<file path="src/rtl/glitch_pkg.sv">
// Shared constants for the glitch sequencer: FSM state codes and trigger edge selectors.
package glitch_pkg;

  localparam logic [2:0] ST_IDLE  = 3'd0;
  localparam logic [2:0] ST_ARMED = 3'd1;
  localparam logic [2:0] ST_DELAY = 3'd2;
  localparam logic [2:0] ST_FIRE  = 3'd3;
  localparam logic [2:0] ST_GAP   = 3'd4;
  localparam logic [2:0] ST_DONE  = 3'd5;

  localparam logic EDGE_RISE = 1'b0;
  localparam logic EDGE_FALL = 1'b1;

endpackage

</file>
<file path="src/rtl/glitch_sequencer_edge_sync.sv">
// Trigger synchroniser followed by a selectable rising/falling edge detector.
// The pulse is combinational from the last two synchronised samples and lasts one cycle.
module edge_sync
  import glitch_pkg::*;
#(
  parameter int SYNC_STAGES = 2
) (
  input  logic clk,
  input  logic rst_n,
  input  logic trig,
  input  logic sel,
  output logic pulse
);

  logic [SYNC_STAGES-1:0] sync_q;
  logic                   prev_q;
  logic                   cur;

  assign cur = sync_q[SYNC_STAGES-1];

  always_ff @(posedge clk or negedge rst_n) begin
    if (!rst_n) begin
      sync_q <= '0;
      prev_q <= 1'b0;
    end else begin
      sync_q <= {sync_q[SYNC_STAGES-2:0], trig};
      prev_q <= cur;
    end
  end

  assign pulse = (sel == EDGE_FALL) ? (prev_q & ~cur) : (cur & ~prev_q);

endmodule

</file>
<file path="src/rtl/glitch_sequencer.sv">
// Armed, edge-triggered glitch player: delay, then a programmable bit-form repeated with gaps.
// Configuration is captured into shadow registers at arm so the inputs are free afterwards.
module glitch_sequencer
  import glitch_pkg::*;
#(
  parameter int FORM_W      = 64,
  parameter int DELAY_W     = 32,
  parameter int REPEAT_W    = 8,
  parameter int GAP_W       = 16,
  parameter int SYNC_STAGES = 2
) (
  input  logic                         clk,
  input  logic                         rst_n,
  input  logic                         arm,
  input  logic                         abort,
  input  logic                         trig_in,
  input  logic                         trig_edge,
  input  logic [FORM_W-1:0]            cfg_form,
  input  logic [$clog2(FORM_W+1)-1:0]  cfg_len,
  input  logic [DELAY_W-1:0]           cfg_delay,
  input  logic [REPEAT_W-1:0]          cfg_repeat,
  input  logic [GAP_W-1:0]             cfg_gap,
  output logic                         glitch_out,
  output logic                         armed,
  output logic                         busy,
  output logic                         done,
  output logic [REPEAT_W-1:0]          plays_done
);

  localparam int LEN_W = $clog2(FORM_W+1);

  logic [2:0]          state_q, state_d;
  logic [FORM_W-1:0]   form_q, shift_q, shift_d;
  logic [LEN_W-1:0]    len_q, bits_q, bits_d;
  logic [DELAY_W-1:0]  delay_q, dcnt_q, dcnt_d;
  logic [GAP_W-1:0]    gap_q, gcnt_q, gcnt_d;
  logic [REPEAT_W-1:0] repeat_q, plays_q, plays_d, play_base;
  logic                edge_q, glitch_q, glitch_d;
  logic                load_cfg, start_play, finish_play, edge_pulse;

  edge_sync #(.SYNC_STAGES(SYNC_STAGES)) u_edge_sync (
    .clk   (clk),
    .rst_n (rst_n),
    .trig  (trig_in),
    .sel   (edge_q),
    .pulse (edge_pulse)
  );

  // A zero-length play completes in the same cycle it starts, so start_play is
  // resolved after finish_play and may itself jump straight to GAP or DONE.
  always_comb begin
    state_d     = state_q;
    shift_d     = shift_q;
    bits_d      = bits_q;
    dcnt_d      = dcnt_q;
    gcnt_d      = gcnt_q;
    plays_d     = plays_q;
    play_base   = plays_q;
    glitch_d    = 1'b0;
    load_cfg    = 1'b0;
    start_play  = 1'b0;
    finish_play = 1'b0;

    case (state_q)
      ST_IDLE: begin
        if (arm) begin
          load_cfg = 1'b1;
          plays_d  = '0;
          state_d  = ST_ARMED;
        end
      end
      ST_ARMED: begin
        if (edge_pulse) begin
          if (delay_q != '0) begin
            state_d = ST_DELAY;
            dcnt_d  = delay_q - DELAY_W'(1);
          end else begin
            start_play = 1'b1;
          end
        end
      end
      ST_DELAY: begin
        if (dcnt_q == '0) start_play = 1'b1;
        else              dcnt_d = dcnt_q - DELAY_W'(1);
      end
      ST_FIRE: begin
        if (bits_q > LEN_W'(1)) begin
          shift_d = {shift_q[0], shift_q[FORM_W-1:1]};
          bits_d  = bits_q - LEN_W'(1);
        end else begin
          finish_play = 1'b1;
        end
      end
      ST_GAP: begin
        if (gcnt_q == '0) start_play = 1'b1;
        else              gcnt_d = gcnt_q - GAP_W'(1);
      end
      ST_DONE: state_d = ST_IDLE;
      default: state_d = ST_IDLE;
    endcase

    if (finish_play) begin
      play_base = plays_q + REPEAT_W'(1);
      plays_d   = play_base;
      if (play_base >= repeat_q) begin
        state_d = ST_DONE;
      end else if (gap_q != '0) begin
        state_d = ST_GAP;
        gcnt_d  = gap_q - GAP_W'(1);
      end else begin
        start_play = 1'b1;
      end
    end

    if (start_play) begin
      if (len_q != '0) begin
        state_d = ST_FIRE;
        shift_d = form_q;
        bits_d  = len_q;
      end else if (gap_q == '0) begin
        plays_d = repeat_q;
        state_d = ST_DONE;
      end else begin
        plays_d = play_base + REPEAT_W'(1);
        gcnt_d  = gap_q - GAP_W'(1);
        state_d = (plays_d >= repeat_q) ? ST_DONE : ST_GAP;
      end
    end

    if (state_d == ST_FIRE) glitch_d = shift_d[0];
  end

  // Abort wins over everything else but leaves plays_done and the shadow config alone.
  always_ff @(posedge clk or negedge rst_n) begin
    if (!rst_n) begin
      state_q  <= ST_IDLE;
      form_q   <= '0;
      len_q    <= '0;
      delay_q  <= '0;
      gap_q    <= '0;
      repeat_q <= '0;
      edge_q   <= EDGE_RISE;
      shift_q  <= '0;
      bits_q   <= '0;
      dcnt_q   <= '0;
      gcnt_q   <= '0;
      plays_q  <= '0;
      glitch_q <= 1'b0;
    end else if (abort) begin
      state_q  <= ST_IDLE;
      glitch_q <= 1'b0;
    end else begin
      if (load_cfg) begin
        form_q   <= cfg_form;
        len_q    <= (cfg_len > LEN_W'(FORM_W)) ? LEN_W'(FORM_W) : cfg_len;
        delay_q  <= cfg_delay;
        gap_q    <= cfg_gap;
        repeat_q <= (cfg_repeat == '0) ? REPEAT_W'(1) : cfg_repeat;
        edge_q   <= trig_edge;
      end
      state_q  <= state_d;
      shift_q  <= shift_d;
      bits_q   <= bits_d;
      dcnt_q   <= dcnt_d;
      gcnt_q   <= gcnt_d;
      plays_q  <= plays_d;
      glitch_q <= glitch_d;
    end
  end

  assign glitch_out = glitch_q;
  assign armed      = (state_q == ST_ARMED);
  assign busy       = (state_q == ST_DELAY) || (state_q == ST_FIRE) || (state_q == ST_GAP);
  assign done       = (state_q == ST_DONE);
  assign plays_done = plays_q;

endmodule

</file>
<file path="config.mk">
export PLATFORM = sky130hd
export DESIGN_NAME = glitch_sequencer
export DESIGN_NICKNAME = d
export VERILOG_FILES = /design/src/rtl/glitch_pkg.sv /design/src/rtl/glitch_sequencer_edge_sync.sv /design/src/rtl/glitch_sequencer.sv
export SDC_FILE = /design/constraint.sdc
export NUM_CORES = 1
export LEC_CHECK = 0
export CORE_UTILIZATION = 49
export DETAILED_ROUTE_END_ITERATION = 10
export PLACE_DENSITY = 0.68
export SYNTH_ARGS = -nofsm -noshare
export SYNTH_HDL_FRONTEND = slang
export SYNTH_SLANG_ARGS = --single-unit
</file>
<file path="constraint.sdc">
create_clock -name clk -period 11.6 [get_ports clk]
set_input_delay 2.32 -clock clk [delete_from_list [all_inputs] [get_ports clk]]
set_output_delay 2.32 -clock clk [all_outputs]
set_load 0.05 [all_outputs]
</file>
**Word-level counts from Yosys, hierarchy flattened**

Index checks and enable logic that the tools add are counted.

- Bits in registers: 262
- Bits in latches: 0
- RAM bits: 0
- ROM bits: 0
- Logic and storage cells: 110
- Memories kept: 0

- $add $sub $neg: 7
- $mul: 0
- Div/mod/pow operators: 0
- $lt $le $gt $ge: 4
- Equal/unequal tests: 9
- Shift operators: 0
- Multiplexer cells: 56
- Bitwise logic cells: 5
- Reduce and logical (&&, ||, !) cells: 14

Operators by type and width:

| kind | count |
|---|---|
| 64-bit 2-to-1 mux | 4 |
| 16-bit 2-to-1 mux | 8 |
| 32-bit 2-to-1 mux | 3 |
| 8-bit 2-to-1 mux | 8 |
| 32-bit one-hot mux with 2 select lines | 1 |
| 32-bit by 1-bit subtractor with 32-bit output, second input constant | 2 |
| 7-bit 2-to-1 mux | 5 |
| 16-bit logical NOT | 2 |
| 32-bit logical NOT | 1 |
| 32-bit nonzero test | 1 |
| 16-bit by 1-bit subtractor with 16-bit output, second input constant | 2 |
| 3-bit 2-to-1 mux | 9 |
| 8-bit by 1-bit adder with 8-bit output, second input constant | 2 |
| 8-bit greater-or-equal comparator | 2 |
| 1-bit 2-to-1 mux | 16 |
| 16-bit nonzero test | 1 |
| 3-bit by 2-bit equality test with 1-bit output, second input constant | 3 |
| 3-bit one-hot mux with 3 select lines | 1 |
| 8-bit logical NOT | 1 |
| 7-bit by 1-bit > comparator with 1-bit output, second input constant | 1 |
| 7-bit > comparator, second input constant | 1 |
| 7-bit nonzero test | 1 |
| 7-bit by 1-bit subtractor with 7-bit output, second input constant | 1 |
| 3-bit equality test, second input constant | 2 |
| 12 further kinds | 17 |

**Logic depth before layout (Yosys ltp)**

Gate-level depths: netlist of the first run.

- Depth after elaboration: 13
- Mapped depth: 23
- Gate-level depth less buffers: 20

**Modules after synthesis**

A second synthesis of the first run with hierarchy kept.

- Cell total of the unflattened synthesis: 1,573
- Area, all modules: 13,998.4 um^2

By module, submodules not included:

| module | instances | cells an instance | area each (um^2) | sequential area each (um^2) |
|---|---|---|---|---|
| glitch_sequencer | 1 | 1,567 | 13,900.8 | 6,481.2 |
| edge_sync | 1 | 6 | 97.6 | 75.1 |

**Least setup slack after synthesis of the first run**

No wires, ideal clock.

- Path type: register to register
- From: register bits_q[3]
- To: register shift_q[26]
- Setup time: 67 ps
- Arrival: 4,160 ps
- Slack: 7,373 ps
- Stages on the path, launching flop included: 20
- Buffers on the path: 3
- Clock period less this slack: 4,227 ps
- Cell sequence: dfrtp_1 -> nor3_1 -> and4_1 -> buf_1 -> nand2_1 -> nand2_1 -> ha_1 -> nand2b_1 -> or4_1 -> mux2i_1 -> a211o_1 -> nand2_1 -> ha_1 -> nand4_1 -> o31a_1 -> a21o_1 -> a211oi_2 -> buf_6 -> buf_6 -> o221a_1

- Longest elaborated chain between the ends: 5
- Elaborated cells between the ends (all ways): 8
- Those cells by class: order compare (1); mux (7)

RTL lines:

| element | line | text |
|---|---|---|
| start: declaration | glitch_sequencer.sv:34 | `logic [LEN_W-1:0] len_q, bits_q, bits_d;` |
| start signal: assignment | glitch_sequencer.sv:163 | `bits_q <= bits_d;` |
| 7-bit by 1-bit > comparator with 1-bit output * | glitch_sequencer.sv:87 | `if (bits_q > LEN_W'(1)) begin` |
| 64-bit 2-to-1 mux or 1-bit 2-to-1 mux (tied branches) | glitch_sequencer.sv:87 |  |
| 64-bit 2-to-1 mux or 1-bit 2-to-1 mux (tied branches) | glitch_sequencer.sv:64 | `case (state_q)` |
| 64-bit 2-to-1 mux or 1-bit 2-to-1 mux (tied branches) | glitch_sequencer.sv:116, glitch_sequencer.sv:102 |  |
| 64-bit 2-to-1 mux * | glitch_sequencer.sv:115 | `if (start_play) begin` |
| end signal: assignment | glitch_sequencer.sv:162 | `shift_q <= shift_d;` |
| end: declaration | glitch_sequencer.sv:33 | `logic [FORM_W-1:0] form_q, shift_q, shift_d;` |

Every way passes the cells marked *; elsewhere a longest branch is shown, timed or not.
A chain may end at the register's enable or synchronous reset.

**Worst setup path in the final report of the first run**

- From: register bits_q[3]
- To: register shift_q[24]

The elaborated chain is that of the path after synthesis.

==> out/metrics.cfg, run 1 <==
[run_status]
status = completed

[cts]
path_clk_slew_ps = 60
clockBufferDepth = 3
cts-root-buf = clkbuf_16
cts-htree-levels = 1
cts_resized = 0
holdBufCountCts = 0
cts_tree = built
cts_sinks = 262
cts_buffers = 28
post-cts-setup-buffers = 0
clock_latency_ps = 550

[logic_synthesis]
synth_edf_count = 0
synthCells = 1611
synth_top_cell_by_area = dfrtp_1
synth_flop_cell = dfrtp_1
synth_area_leaders = dfrtp_1 46%, nand2_1 11%, or3_1 3.3%
seq_area_frac_synth = 0.462
synth.cell_area_um2 = 14200
postSynth.asyncResetShare = 1.00
synth-seq-cells = 262
yosysTopAreaCellShare = 0.462
synthDistinctLibCells = 77
synth_nets = 1767
synth.avg_cell_area_um2 = 8.80
ys_warn_count = 0

[cells_and_area]
final_layout_size_suffix_gt1_frac = 0.0631
nNetsFinal = 1846
nFillCells = 2474
mostFrequentLayoutCells = 420 x nand2_1, 262 x dfrtp_1, 142 x clkdlybuf4s50_1
syn_to_final_growth_pct = 17.3
layout_commonest_cell = nand2_1
num_antenna_cells = 0

[critical_path]
start_kind = flop
crit_slowest_cell = nand4_1
critPathMaxStageDelay_ps = 720
crit_fanout = 66
crit_chain = nor3_1 > nand4_1 > xnor2_1 > ha_1 > nand2b_1 > or4_1 > mux2i_1 > a211o_1 > nand2_1 > ha_1 > nand4_1 > o31a_1 > a21o_1 > a211oi_4 > buf_4 > o221a_2
critical_path_class = reg2reg
critical_path_arrival_ps = 6120
r2r-end = shift_q[24]
r2r_setup_slack_ps = 5960
r2r-start = bits_q[3]
worstPathRequired_ps = 12090
r2r_cells = 16
cp-end-kind = flop

[sta]
slew_violations = 0
layout_min_cycle_time_ps = 5640
finalSetupViolations = 0
totalNegativeSetupSlack_ps = 0
worstMarginPinSlew_ps = 1150
skew_ps = 6.56
final_hold_viol_count = 0
fmax_mhz = 177
rsz0062_at_grt = no
worst_hold_slack_ps = 388
slew_headroom = 0.231
period_share = 0.486

[place]
gp_congestion = 0.901
hpwl_um = 23600
portBuffers = 144

[die]
die_y_um = 172
start_util = 0.504
die_x_um = 172
ios = 145
core_um2 = 28200
rows = 61
die-area_um2 = 29600

[power]
leakage_nw = 7.05
power.density_nw_per_um2 = 177
total_power_w = 0.00294
ir_drop_v = 0.000121

[grt]
grt_usage = 0.251
grt_max_degree = 114
grt_pass1_wl_um = 60500
grt-ovfl-total = 0
antenna_found_initial = 0
grt_pass1_vias = 11700

[routing]
drtPass1Iterations = 7
drt_iter0_markers = 1068
via_per_inst = 5.91
ant_nets = 0
remaining_drc_errors = 0
num_vias = 12300
post_drt_wl_per_cell_um = 17.3
drt_wl_total_um = 36100

[run]
max_cap_violations = 0

[min_path]
hold_end = u_edge_sync.prev_q
hp-class = reg2reg
hold_start = u_edge_sync.sync_q[1]
min_path_cells = 0

worst max-delay path: cells and delay by family (launching register included):
family          cells  cell delay [ps]
compound gates      5             1200
simple gates        6             1940
flops               1              450
xor+xnor            1              460
mux                 1              210
fa+ha+maj           2              640
buf+inv             1              630
synth_stat cells, types with 23 or more instances:
master    count
nor3_1       55
dfrtp_1     262
nand3_1      33
o221a_2      27
inv_1        35
nor2_1       84
nand2_1     420
a21oi_1      67
or3_1        74
o221a_1      37
o21ai_0      57
clkbuf_1     84
xnor2_1      24
nor4_1       24
ha_1         23
power breakdown:
part           switching (W)  leakage (nW)  internal [W]
registers           0.000238          3.12       0.00118
clock network       0.000378         0.434      0.000484
logic               0.000327          3.50      0.000339
sequential cells by signal (all words and copies together), names as in the netlist, 7 cells and up:
register,count
plays_done,8
bits_q,7
delay_q,32
form_q,64
len_q,7
repeat_q,8
gap_q,16
gcnt_q,16
shift_q,64
dcnt_q,32
per-layer routing:
layer,global-route usage,vias to the layer above,part of all wire
li1,-,5946,-
met2,0.398,364,0.45
met3,0.0249,41,0.050
met5,0,-,0
met1,0.373,5993,0.49
met4,0.0500,0,0.017
final cells by class:
| cell class | instances | area (µm²) | share of cell area |
|---|---|---|---|
| inverter | 36 | 135 | 0.00812 |
| timing repair buffer | 155 | 1520 | 0.0916 |
| sequential | 262 | 6560 | 0.394 |
| clock inverter | 13 | 125 | 0.00752 |
| clock buffer | 38 | 758 | 0.0456 |
| tap | 378 | 473 | 0.0284 |
| multi-input combinational | 1207 | 7070 | 0.425 |
worst max-delay path by stage:
stage          startpoint          end  slack (ps)  cells past startpoint
6_report        bits_q[3]  shift_q[24]        5960                     16
5_1_grt         bits_q[3]  shift_q[24]        5460                     16
4_1_cts         bits_q[3]  shift_q[24]        6130                     16
3_5_place_dp          arm     gap_q[0]        6160                      5
3_3_place_gp          arm     gap_q[1]        6230                      5
2_1_floorplan   bits_q[3]  shift_q[26]        7370                     19
cells by family (layout without fill, tap and decap cells):
family | Yosys count | after routing | share of synthesized area
XOR/XNOR | 31 | 31 | 0.0191
adder cells (fa/ha/maj) | 23 | 23 | 0.0203
buffers and inverters | 142 | 242 | 0.0414
multiplexers | 26 | 26 | 0.0190
flip-flops | 262 | 262 | 0.462
AND/OR/NAND/NOR | 780 | 780 | 0.254
AO/OA/AOI/OAI | 347 | 347 | 0.184
metrics by stage:
step / instance area, µm² / setup slack, ps / std cells / utilization
global route: 16600 / 5460 / 2089 / 0.591
floorplan: 14200 / 7370 / 1611 / -
CTS: 16600 / 6130 / 2089 / 0.591
detailed placement: 15800 / 6160 / 2038 / 0.560
global placement: 15800 / 6230 / 2038 / 0.560
finish: 16600 / 5960 / 2089 / 0.591
Power figures use the tool's default switching activity.
==> inputs of run 2 (changes only) <==
Clock period 11.6 ns to 5.81 ns, I/O delays scaled along.
==> run 2 against run 1 <==
  * Maximum frequency grew 12%
  * Wire length grew 0.81%
  * Clock-buffer cell count stayed put
  * Sequential share of layout area shrank 0.29 points
  * First-iteration DRC count down 5.2%
  * Cell count is 0.48% higher
  * Critical endpoint is now shift_q[22]
  * Largest cell class unchanged
  * Highest routed layer unchanged
==> out/metrics.cfg, run 2 (synthesis results as in run 1) <==
[run_status]
status = completed

[critical_path]
cp-end-kind = flop
r2r-end = shift_q[22]
crit_fanout = 66
worstPathRequired_ps = 6310
critical_path_arrival_ps = 5530
r2r_cells = 18
start_kind = flop
r2r_setup_slack_ps = 780
critical_path_class = reg2reg
r2r-start = bits_q[3]

[place]
hpwl_um = 23900
gp_congestion = 0.888
portBuffers = 144

[min_path]
hp-class = reg2reg
hold_start = u_edge_sync.sync_q[0]
hold_end = u_edge_sync.sync_q[1]
min_path_cells = 0

[cells_and_area]
regArea_um2 = 6560
final_layout_size_suffix_gt1_frac = 0.0703
final_core_util = 0.595
top_regs = form_q x64, shift_q x64
multi_input_area_um2 = 7070
layout_commonest_cell = nand2_1
nNetsFinal = 1853
nFillCells = 2440
num_antenna_cells = 0
syn_to_final_growth_pct = 18.2
mostFrequentLayoutCells = 420 x nand2_1, 262 x dfrtp_1, 142 x clkdlybuf4s50_1

[sta]
skew_ps = 11.1
slew_violations = 0
totalNegativeSetupSlack_ps = 0
period_share = 0.865
rsz0062_at_grt = no
worstMarginPinSlew_ps = 1140
layout_min_cycle_time_ps = 5030
finalSetupViolations = 0
slew_headroom = 0.237
fmax_mhz = 199
final_hold_viol_count = 0

[cts]
path_clk_slew_ps = 60
cts_resized = 0
post-cts-setup-buffers = 0
cts-htree-levels = 1
holdBufCountCts = 0
cts_tree = built
clockBufferDepth = 3
cts-root-buf = clkbuf_16
cts_buffers = 30
clock_latency_ps = 570
cts_sinks = 262

[grt]
grt_pass1_vias = 11500
grt_pass1_wl_um = 59500
grt_usage = 0.248
grt-ovfl-total = 0
antenna_found_initial = 0
grt_max_degree = 120

[routing]
drt_wl_total_um = 36400
drtPass1Iterations = 5
num_vias = 12300
ant_nets = 0
post_drt_wl_per_cell_um = 17.3
via_per_inst = 5.87
remaining_drc_errors = 0
drt_iter0_markers = 1012

[die]
die_y_um = 172
die-area_um2 = 29600
rows = 61
core_um2 = 28200
ios = 145
die_x_um = 172
start_util = 0.504

[power]
ir_drop_v = 0.000251
leakage_nw = 7.11
power.density_nw_per_um2 = 355
total_power_w = 0.00595

[run]
max_cap_violations = 0

-- run 2: cell types whose count changed in the layout (fill, tap and decap cells not counted), sizes merged --
cell      before  now
bufinv         1    0
inv           36   35
clkinvlp       1    5
buf           13   18
clkinv        11   14
-- run 2: worst max-delay path by stage --
stage | startpoint | to | slack [ps]
final | bits_q[3] | shift_q[22] | 780
after CTS | bits_q[3] | shift_q[22] | 840
after global routing | bits_q[3] | shift_q[22] | 450
after global placement | bits_q[3] | shift_q[23] | 1010
after detailed placement | bits_q[3] | shift_q[20] | 860
after floorplan | bits_q[3] | shift_q[55] | 1580
-- run 2: area by class of cell --
cell class,count,share of cell area
clock buffers,38,0.0484
multi-input cells,1207,0.422
repair buffers,160,0.0946
well taps,378,0.0282
flip-flops and latches,262,0.391
clock inverters,18,0.00806
inverters,36,0.00806
-- run 2: power breakdown --
part           switching [W]  internal (W)
Clock               0.000791      0.000996
Sequential          0.000469       0.00235
Combinational       0.000659      0.000681
Total                0.00192       0.00403
-- run 2: through the flow --
step	worst slack [ps]	cell area, µm²	std cells	hold WS [ps]
after floorplan	1580	14200	1611	331
after global placement	1010	15800	2043	337
after detailed placement	857	15800	2043	336
after CTS	840	16800	2099	350
after global routing	446	16800	2099	370
final	782	16800	2099	348
-- run 2: metal layers --
layer  GRT usage  up-vias  part of all wire
met4      0.0666        0             0.025
li1            -     5963                 -
met5           0        -                 0
met3      0.0339       57             0.056
met1       0.373     5910              0.48
met2       0.373      389              0.44
-- run 2: worst max-delay path, cell delays in order, from the launching register on --
cell	delay (ps)
dfrtp_1	450
nor3_1	540
and4_1	290
buf_4	210
nand2_1	70
nand2_1	80
ha_1	330
nand2b_1	110
or4_1	400
mux2i_1	190
a211o_1	150
nand2_1	50
ha_1	270
nand4_1	90
o31a_1	330
a21o_1	210
a211oi_4	230
buf_4	610
o221a_2	310
==> inputs of run 3 (changes only) <==
Settings changed: CORE_UTILIZATION 49 to 58, PLACE_DENSITY 0.68 to 0.79, SLEW_MARGIN from default to 20.
==> run 3 against run 2 <==
  * Maximum frequency fell by 2.2%
  * Clock power fell by 2%
  * Largest power group unchanged
  * Wire length rose by 0.52%
  * Sequential share of layout area rose by 0.27 points
  * Critical endpoint is now shift_q[19]
  * Largest cell class unchanged
  * Critical path depth did not move
  * Sequential cell count did not move
  * Sequential power barely moved
==> out/metrics.cfg, run 3 (synthesis results as in run 1) <==
[routing]
highest_layer = met4
drt_iter0_markers = 1061
remaining_drc_errors = 0
post_drt_wl_per_cell_um = 18.0
wl_met3_um = 2160
drt_wl_total_um = 36500
m1WireLength_um = 16500
num_vias = 12500
via_per_inst = 6.14
drtPass1Iterations = 5
ant_nets = 0
met2_length_um = 17100

[cts]
path_clk_slew_ps = 60
cts-root-buf = clkbuf_16
post-cts-setup-buffers = 0
cts_tree = built
cts_resized = 0
clockBufferDepth = 3
cts_sinks = 262
holdBufCountCts = 0
clock_latency_ps = 560
cts_buffers = 28
cts-htree-levels = 1

[critical_path]
critical_path_class = reg2reg
r2r_setup_slack_ps = 670
start_kind = flop
r2r_cells = 18
r2r-end = shift_q[19]
crit_fanout = 66
critical_path_arrival_ps = 5640
r2r-start = bits_q[3]
worstPathRequired_ps = 6310
cp-end-kind = flop

[sta]
rsz0062_at_grt = no
period_share = 0.885
layout_min_cycle_time_ps = 5140
final_hold_viol_count = 0
finalSetupViolations = 0
skew_ps = 24.7
slew_headroom = 0.276
worstMarginPinSlew_ps = 1090
slew_violations = 0
totalNegativeSetupSlack_ps = 0
fmax_mhz = 195

[min_path]
min_path_cells = 0
hp-class = reg2reg
hold_start = u_edge_sync.sync_q[1]
hold_end = u_edge_sync.prev_q

[grt]
antenna_found_initial = 1
grt-ovfl-total = 0
grt_max_degree = 118
grt_usage = 0.297
grt_pass1_wl_um = 59700
grt_pass1_vias = 11900

[power]
ir_drop_v = 0.000222
seq_power_share = 0.477
p_int_w = 0.00406
power.density_nw_per_um2 = 356
swShare = 0.315
total_power_w = 0.00592
p_clk_frac = 0.296
comb_power_share = 0.227
leakage_nw = 7.09
switchingPower_w = 0.00187

[run]
max_cap_violations = 0

[die]
die_y_um = 158
start_util = 0.597
core_um2 = 23800
rows = 56
die_x_um = 158
die-area_um2 = 25100
ios = 145

[cells_and_area]
layout_commonest_cell = nand2_1
multi_input_area_um2 = 7080
syn_to_final_growth_pct = 17.4
top_regs = form_q x64, shift_q x64
regArea_um2 = 6560
mostFrequentLayoutCells = 420 x nand2_1, 262 x dfrtp_1, 142 x clkdlybuf4s50_1
nNetsFinal = 1851
final_layout_size_suffix_gt1_frac = 0.0648
nFillCells = 1880

[place]
gp_congestion = 0.923
portBuffers = 144
hpwl_um = 23900

[run_status]
status = completed

## run 3: cell count changes in the layout (fill, tap and decap cells not counted), moves of 2 or more
cell	previous run	this run
diode_2	0	2
clkinv_2	10	4
bufinv_16	0	2
clkinvlp_4	5	1
clkbuf_16	30	28
## run 3: worst max-delay path by stage
stage	endpoint	slack, ps	from
2_1_floorplan	shift_q[55]	1580	bits_q[3]
3_3_place_gp	shift_q[20]	1060	bits_q[3]
3_5_place_dp	shift_q[20]	880	bits_q[3]
4_1_cts	shift_q[19]	850	bits_q[3]
5_1_grt	shift_q[20]	470	bits_q[3]
6_report	shift_q[19]	670	bits_q[3]
## run 3: power by group through the flow
stage | clock network [W] | registers (W) | logic, W
5_1_grt | 0.00185 | 0.00290 | 0.00151
4_1_cts | 0.00178 | 0.00281 | 0.00135
2_1_floorplan | 0 | 0.00269 | 0.00101
3_5_place_dp | 0 | 0.00282 | 0.00135
3_3_place_gp | 0 | 0.00281 | 0.00128
6_report | 0.00175 | 0.00283 | 0.00134
## run 3: cell type report
class,count,share of cell area
clock inverters,9,0.00759
inverters,36,0.00811
repair buffers,160,0.0945
well taps,319,0.0240
clock buffers,38,0.0467
flip-flops and latches,262,0.394
multi-input cells,1207,0.425
diodes,2,0.000301
## run 3: worst max-delay path, cell delays in order (launching register included)
cell,delay (ps)
dfrtp_1,460
nor3_1,610
and4_1,300
buf_4,210
nand2_1,70
nand2_1,80
ha_1,340
nand2b_1,120
or4_1,400
mux2i_1,200
a211o_1,160
nand2_1,60
ha_1,280
nand4_1,90
o31a_1,320
a21o_1,200
a211oi_4,210
buf_4,610
o221a_2,310
## run 3: metal layers
layer | GRT usage | vias to the layer above
met4 | 0.0865 | 0
met3 | 0.0357 | 52
li1 | - | 5948
met2 | 0.487 | 440
met5 | 0 | -
met1 | 0.415 | 6042
## run 3: per-stage QoR
| stage | setup slack, ps | util | std cells | instance area, µm² | hold WS [ps] |
|---|---|---|---|---|---|
| global route | 465 | 0.701 | 2032 | 16700 | 412 |
| CTS | 853 | 0.701 | 2031 | 16600 | 392 |
| floorplan | 1580 | - | 1611 | 14200 | 331 |
| finish | 671 | 0.701 | 2033 | 16700 | 389 |
| detailed placement | 879 | 0.662 | 1984 | 15700 | 380 |
| global placement | 1060 | 0.662 | 1984 | 15700 | 370 |
==> variant (config.mk and constraints of run 1) <==
Register the outputs `armed`, `busy` and `done`, with the module's reset; this adds one clock of latency there. The other outputs are not delayed to match.
--- a/src/rtl/glitch_sequencer.sv
+++ b/src/rtl/glitch_sequencer.sv
@@ -171,5 +171,13 @@
   assign glitch_out = glitch_q;
-  assign armed      = (state_q == ST_ARMED);
-  assign busy       = (state_q == ST_DELAY) || (state_q == ST_FIRE) || (state_q == ST_GAP);
-  assign done       = (state_q == ST_DONE);
+  always_ff @(posedge clk or negedge rst_n) begin
+    if (!rst_n) begin
+      armed <= '0;
+      busy  <= '0;
+      done  <= '0;
+    end else begin
+      armed <= (state_q == ST_ARMED);
+      busy  <= (state_q == ST_DELAY) || (state_q == ST_FIRE) || (state_q == ST_GAP);
+      done  <= (state_q == ST_DONE);
+    end
+  end
   assign plays_done = plays_q;
Check against the original RTL: not equivalent (Yosys sat finds a counterexample within 4 cycles, from zero or initial values and one cycle with rst_n low).
==> variant against run 1 <==
Setup slack better by 380 ps. Clock skew up 13 ps. Largest power group unchanged. Sequential cell count increased by 3. Routed wire length increased by 0.50%. Area after synthesis increased by 0.18%. Maximum frequency up 7.2%. Cell area is 0.98% higher. Power grew 1.0%.
==> variant: results (changes against run 1) <==
| Metric | Value |
|---|---|
| First-pass GRT wire length | 60.6 mm (was 60.5 mm) |
| Largest cells by area after synthesis | dfrtp_1 (47%), nand2_1 (11%), or3_1 (3.4%), o221a_2 (3.0%), nor2_1 (2.6%) (was dfrtp_1 (46%), nand2_1 (11%), or3_1 (3.3%), o221a_1 (2.9%), a21oi_1 (2.4%)) |
| Worst Reg-to-Reg Cells | 13 (was 16) |
| Reg-to-reg slack, setup | 6790 ps (was 5960 ps) |
| Compound-Gate Fraction of Synth Area | 16.1% (was 18.4%) |
| Setup WS pre-CTS | 5840 ps (was 6160 ps) |
| Register area share after synthesis | 46.7% (was 46.2%) |
| Post-Syn Nets | 1746 (was 1767) |
| Fin Clk Skew | 19.3 ps (was 6.56 ps) |
| Final-stage net count | 1837 (was 1846) |
| Crit-path leading delay family | buffers and inverters (was simple AND/OR/NAND/NOR gates) |
| DR iter-0 viols | 998 (was 1068) |
| Reg2reg end | shift_q[29] (was shift_q[24]) |
| CP Data Arrival Time | 5750 ps (was 6120 ps) |
| Largest net degree at the start of global routing | 167 (was 114) |
| WL final | 36.2 mm (was 36.1 mm) |
| Total number of vias | 12100 (was 12300) |
| GRT Util Overall | 25.4% (was 25.1%) |
| Status | completed (unchanged) |
| Mux contribution to synthesized area | 2.30% (was 1.90%) |
| Initial antenna violation count | 1 (was 0) |
| HPWL after DPL | 23.3 mm (was 23.6 mm) |
| Worst-path fanout max | 97 (was 66) |
| Synth Area in Adders | 2.03% (about the same) |
| Commonest cells in the netlist | nand2_1 (431), dfrtp_1 (265), nor2_1 (98) (was nand2_1 (420), dfrtp_1 (262), clkbuf_1 (84), nor2_1 (84), or3_1 (74)) |
| Peak VDD IR | 0.000108 V (was 0.000121 V) |
| First-pass iteration count of the detailed router | 5 (was 7) |
| Distinct cell type count of the synthesized netlist | 81 (was 77) |
| P_leak | 0.00704 uW (was 0.00705 uW) |
| CTS Buf Count | 30 (was 28) |
| Post_cts resized | 0 (unchanged) |
| Slowest stage cell, crit path | buf_4 (was nand4_1) |
| Fill count | 2458 (was 2474) |
| Reg2Reg Launch Point | bits_q[5] (was bits_q[3]) |
| Layout cells sized above 1 | 7.24% (was 6.31%) |
| RePlAce Congestion | 0.900 (was 0.901) |
| Slew HR | 25.1% (was 23.1%) |
| CP peak stage delay | 870 ps (was 720 ps) |
| Fin Hold WS | 396 ps (was 388 ps) |
| XOR/XNOR Fraction of Synth Area | 2.28% (was 1.91%) |
[variant: cell types whose count changed in the layout (fill, tap and decap cells not counted), sizes merged, moves of 9 or more]
cell | run 1 | this run
nand3 | 33 | 17
nor2 | 84 | 98
a21oi | 67 | 54
o22ai | 14 | 2
nand2 | 420 | 431
xor2 | 7 | 18
a22oi | 15 | 5
inv | 36 | 26
and2 | 6 | 15
o22a | 10 | 1
[variant: per-layer routing]
layer,share of wire (%),GRT usage [%]
met5,0,0
met4,1.5,5.69
met3,5.0,3.64
met2,45,39.5
met1,49,37.4
[variant: cells by family after synthesis]
kind of cell | count (synthesis)
simple gates | 812
compound gates | 296
flops | 265
buf+inv | 125
xor+xnor | 37
mux | 32
fa+ha+maj | 23
[variant: layout make-up]
type                    count  area share (%)
inverters                  27           0.603
multi-input cells        1200            42.1
diodes                      1          0.0149
repair buffers            157            9.23
clock inverters             9           0.633
clock buffers              41            5.13
well taps                 378            2.81
flip-flops and latches    265            39.5
[variant: where the power goes]
group / total (uW) / internal (uW) / switching [uW]
combinational: 635 / 323 / 312
sequential: 1400 / 1180 / 221
clock: 936 / 558 / 378
total: 2970 / 2060 / 911
[variant: worst max path at each step]
stage | slack [ps] | to | startpoint | cells after the start
after floorplan | 6990 | dcnt_q[22] | state_q[2] | 16
after global placement | 5890 | dcnt_q[13] | abort | 6
after detailed placement | 5840 | gap_q[14] | abort | 7
after CTS | 6380 | delay_q[7] | abort | 7
after global routing | 6040 | form_q[55] | abort | 7
final | 6340 | delay_q[7] | abort | 7
[variant: stage by stage]
step                      instances  instance area, um^2  utilization [%]
after detailed placement       2027                15800             56.2
after global routing           2077                16800             59.7
after global placement         2027                15800             56.2
after CTS                      2077                16800             59.7
after floorplan                1590                14200                -
final                          2078                16800             59.7
